$ cat src/rtl/mem_wb.sv
// MEM->WB pipeline register: latches the GPR and HI/LO write results for write-back,
// honouring stall/flush from ctrl, and counts retired GPR writes.
module mem_wb #(
    parameter int unsigned ADDR_W  = 5,
    parameter int unsigned DATA_W  = 32,
    parameter int unsigned STALL_W = 6,
    parameter int unsigned CNT_W   = 32
) (
    input  logic               clk,
    input  logic               rst_n,
    input  logic [STALL_W-1:0] stall,
    input  logic               flush,
    input  logic [ADDR_W-1:0]  w_reg_addr_in,
    input  logic [DATA_W-1:0]  w_reg_data_in,
    input  logic               w_reg_en_in,
    input  logic               w_hilo_en_in,
    input  logic [DATA_W-1:0]  hi_in,
    input  logic [DATA_W-1:0]  lo_in,
    output logic [ADDR_W-1:0]  w_reg_addr_out,
    output logic [DATA_W-1:0]  w_reg_data_out,
    output logic               w_reg_en_out,
    output logic               w_hilo_en_out,
    output logic [DATA_W-1:0]  hi_out,
    output logic [DATA_W-1:0]  lo_out,
    output logic [CNT_W-1:0]   retire_cnt
);

    logic mem_stall;
    logic wb_stall;
    logic bubble;
    logic capture;

    assign mem_stall = stall[4];
    assign wb_stall  = stall[5];

    // MEM stalled with WB free must drain a bubble, otherwise WB would repeat the write.
    // stall[4]=0 captures regardless of stall[5].
    always_comb begin
        bubble  = 1'b0;
        capture = 1'b0;
        if (flush) begin
            bubble = 1'b1;
        end else if (mem_stall && !wb_stall) begin
            bubble = 1'b1;
        end else if (!mem_stall) begin
            capture = 1'b1;
        end
    end

    always_ff @(posedge clk or negedge rst_n) begin
        if (!rst_n) begin
            w_reg_addr_out <= '0;
            w_reg_data_out <= '0;
            w_reg_en_out   <= 1'b0;
            w_hilo_en_out  <= 1'b0;
            hi_out         <= '0;
            lo_out         <= '0;
        end else if (bubble) begin
            w_reg_addr_out <= '0;
            w_reg_data_out <= '0;
            w_reg_en_out   <= 1'b0;
            w_hilo_en_out  <= 1'b0;
            hi_out         <= '0;
            lo_out         <= '0;
        end else if (capture) begin
            w_reg_addr_out <= w_reg_addr_in;
            w_reg_data_out <= w_reg_data_in;
            w_reg_en_out   <= w_reg_en_in;
            w_hilo_en_out  <= w_hilo_en_in;
            hi_out         <= hi_in;
            lo_out         <= lo_in;
        end
    end

    // Free-running, wraps at 2^CNT_W; writes to r0 still count.
    always_ff @(posedge clk or negedge rst_n) begin
        if (!rst_n) begin
            retire_cnt <= '0;
        end else if (capture && w_reg_en_in) begin
            retire_cnt <= retire_cnt + 1'b1;
        end
    end

endmodule

$ cat config.mk
export PLATFORM = sky130hd
export DESIGN_NAME = mem_wb
export DESIGN_NICKNAME = d
export VERILOG_FILES = /design/src/rtl/mem_wb.sv
export SDC_FILE = /design/constraint.sdc
export NUM_CORES = 1
export LEC_CHECK = 0
export CAP_MARGIN = 30
export CORE_MARGIN = 5
export CORE_UTILIZATION = 40
export CTS_CLUSTER_SIZE = 14
export DETAILED_ROUTE_END_ITERATION = 8
export PLACE_DENSITY = 0.8
export SLEW_MARGIN = 5
export SYNTH_ARGS = -nofsm -noshare
export SYNTH_HDL_FRONTEND = slang
export SYNTH_SLANG_ARGS = --single-unit
$ cat constraint.sdc
create_clock -name clk -period 2.06 [get_ports clk]
set_clock_uncertainty 0.15 [all_clocks]
set_input_delay 0.309 -clock clk [delete_from_list [all_inputs] [get_ports clk]]
set_output_delay 0.309 -clock clk [all_outputs]
set_load 0.01 [all_outputs]
==> results <==
==> report_power, final <==
part	internal, mW	switching (mW)	total, mW
clock network	2.00	1.11	3.11
registers	2.79	0.126	2.92
logic	0.552	0.348	0.900
total	5.35	1.59	6.93
==> logic make-up after synthesis <==
| family | after synthesis |
|---|---|
| flops | 135 |
| compound gates | 102 |
| simple gates | 58 |
| xor+xnor | 31 |
| buf+inv | 25 |
| mux | 1 |
| fa+ha+maj | 1 |
==> layout make-up <==
type	count	area, um^2
fill	867	4030
sequential	135	3380
timing repair buffer	264	2670
multi-input combinational	193	1560
clock buffer	17	425
tap	172	215
clock inverter	14	184
inverter	2	7.51
==> state kept, by name, summed over array words and instances, names as in the netlist <==
name / flops
w_reg_data_out: 32
retire_cnt: 32
w_reg_addr_out: 5
lo_out: 32
w_hilo_en_out: 1
hi_out: 32
w_reg_en_out: 1
==> path summary, 6_finish.rpt <==
| check | end | depth (start not counted) |
|---|---|---|
| worst max-delay path | retire_cnt[7] | 1 |
| max in group asynchronous | lo_out[10] | 3 |
| worst min register to register | retire_cnt[31] | 1 |
| worst min-delay path | w_reg_data_out[27] | 2 |
| min in group clk | retire_cnt[31] | 1 |
| worst max register to register | retire_cnt[21] | 4 |
==> layer usage <==
layer	vias to the layer above	track usage [%]	part of all wire (%)
li1	1839	-	-
met1	2005	24.1	38
met2	185	35.0	51
met3	24	9.52	8.5
met4	0	7.84	2.3
met5	-	0	0
==> through the flow <==
stage	setup slack, ns	area (um^2)	instances	total power, mW
after floorplan	0.417	5030	353	3.21
after detailed placement	-0.108	7820	765	3.87
after global placement	-0.0409	7820	765	3.84
after CTS	0.119	8440	797	7.01
final	0.129	8440	797	6.93
after global routing	0.0501	8440	797	7.22
==> cell usage in the layout (no fill, tap or decap), drive strengths merged, types with 2 or more instances in the layout <==
cell	instances
nand3	16
nor2	7
xor2	7
clkbuf	17
bufinv	4
clkinvlp	4
nor4	3
dfrtp	135
and4	3
clkdlybuf4s50	241
xnor2	24
nand2	12
clkinv	6
nand4	9
buf	22
nor3	3
inv	2
and3	4
a22o	102
==> what timing repair did <==
action,in CTS,in global routing
buffers inserted,0,0
hold buffers,1,0
endpoints found under the hold margin,135,0
==> run metrics <==
status=finished, final reports clean; Slew HR=64.9%; crit end category=output port; Min-Delay Path Class=in -> async; vias in the first global route=roughly 4,500; Max VDD drop=~530 uV; Clk pin slew, worst setup/hold paths=0.06 ns; Pre-antenna DRT Iters=4; synthesized area per cell=14.2 um^2; EDFF count, synth=0; CP bufs+invs=1; share of cells above drive strength 1=9.92%; RSZ-0062 raised after global routing=false; wirelength, routed=15,000 um; Final period util=93.7%; yosys warns=0; HPWL Detailed=10,600 um; Tmin final=1.93 ns; Slew @ Worst Pin=0.523 ns; Area Overhead vs Synth=67.8%; post-cts resize count=0; fmax=518 MHz; Rows=41; initial antenna violation count=0; cell with the most instances after synthesis=dfrtp_1; DR vias=just over 4,000; largest family of logic cells by synthesized area=compound AO/OA/AOI/OAI gates; floorplan die height=122 um; Setup crit start kind=flop; GRT Total Usage=21.1%; pin count of the biggest net entering global routing=60; depth of the CTS H-tree=4; slowest stage delay, CP=0.59 ns; post-synthesis mux area share=0.224%; largest area contributor in the netlist=dfrtp_1; Die X=122 um; core area=12,500 um^2; CTS Root Cell=clkbuf_16; fin. max-slew vios=0; CTS Buffer Depth=2; register area share after synthesis=67.2%; CP top delay family=buffers and inverters; Util after Layout=67.7%; Crit Path Class=reg -> out; post-route DRC violation count=0; CTS tree=built; CP Max Fanout=6; Leak=about 3.8 nW; Async SR Flop Fraction=100%; routability cong.=0.799; max capacitance violation total=0; top-area cell type share of the netlist area=67.2%; critical path data arrival time=1.47 ns; Fin Hold WS=0.172 ns; die area=14,900 um^2; # clock sinks=approximately 140; ant diodes=0; Synth Flop Type=dfrtp_1; top cells by count, synth=dfrtp_1 (135), a22o_1 (102), xnor2_1 (24), clkbuf_1 (18), nand3_1 (15); synth unique cells=24; # IOs=247; CP required=1.60 ns; Via density=around 5; Cells after Synth=353; Post-Synth XOR/XNOR Area=under 10%; Synth Area in Simple Gates=7.09%; Final Hold Fails=0; first-pass GRT wire length=24,000 um; CP Launch Point=retire_cnt[7]; adder-cell area share of the yosys netlist=less than 1%; GR Overflow Total=0; worst r2r src=retire_cnt[4]; Mapped Nets=466; DRT iter0 DRCs=201; complex-gate fraction of the synthesized area=17.8%; Crit-path slowest cell=clkdlybuf4s50_1; crit-path cells=clkdlybuf4s50_1; Synth Register Bits=135; clock insertion delay at the later pin of the skew report=0.42 ns; PortBufs=242; Final #Nets=726; PD cells=about 820 nW/um^2; FF-to-FF setup slack=0.19 ns; Post-Route Setup TNS=0 ns; drt wl/cell=18.8 um; ANT nets after route=0; Cell Area, Synth=5030 um^2; top post-synthesis cells by area=dfrtp_1 (67%), a22o_1 (18%), xnor2_1 (4.2%), nand3_1 (1.5%), clkbuf_1 (1.3%); CTS Buf Count=17; Initial Util=between 40% and 50%; # setup viols final=0
Power figures use the tool's default switching activity.
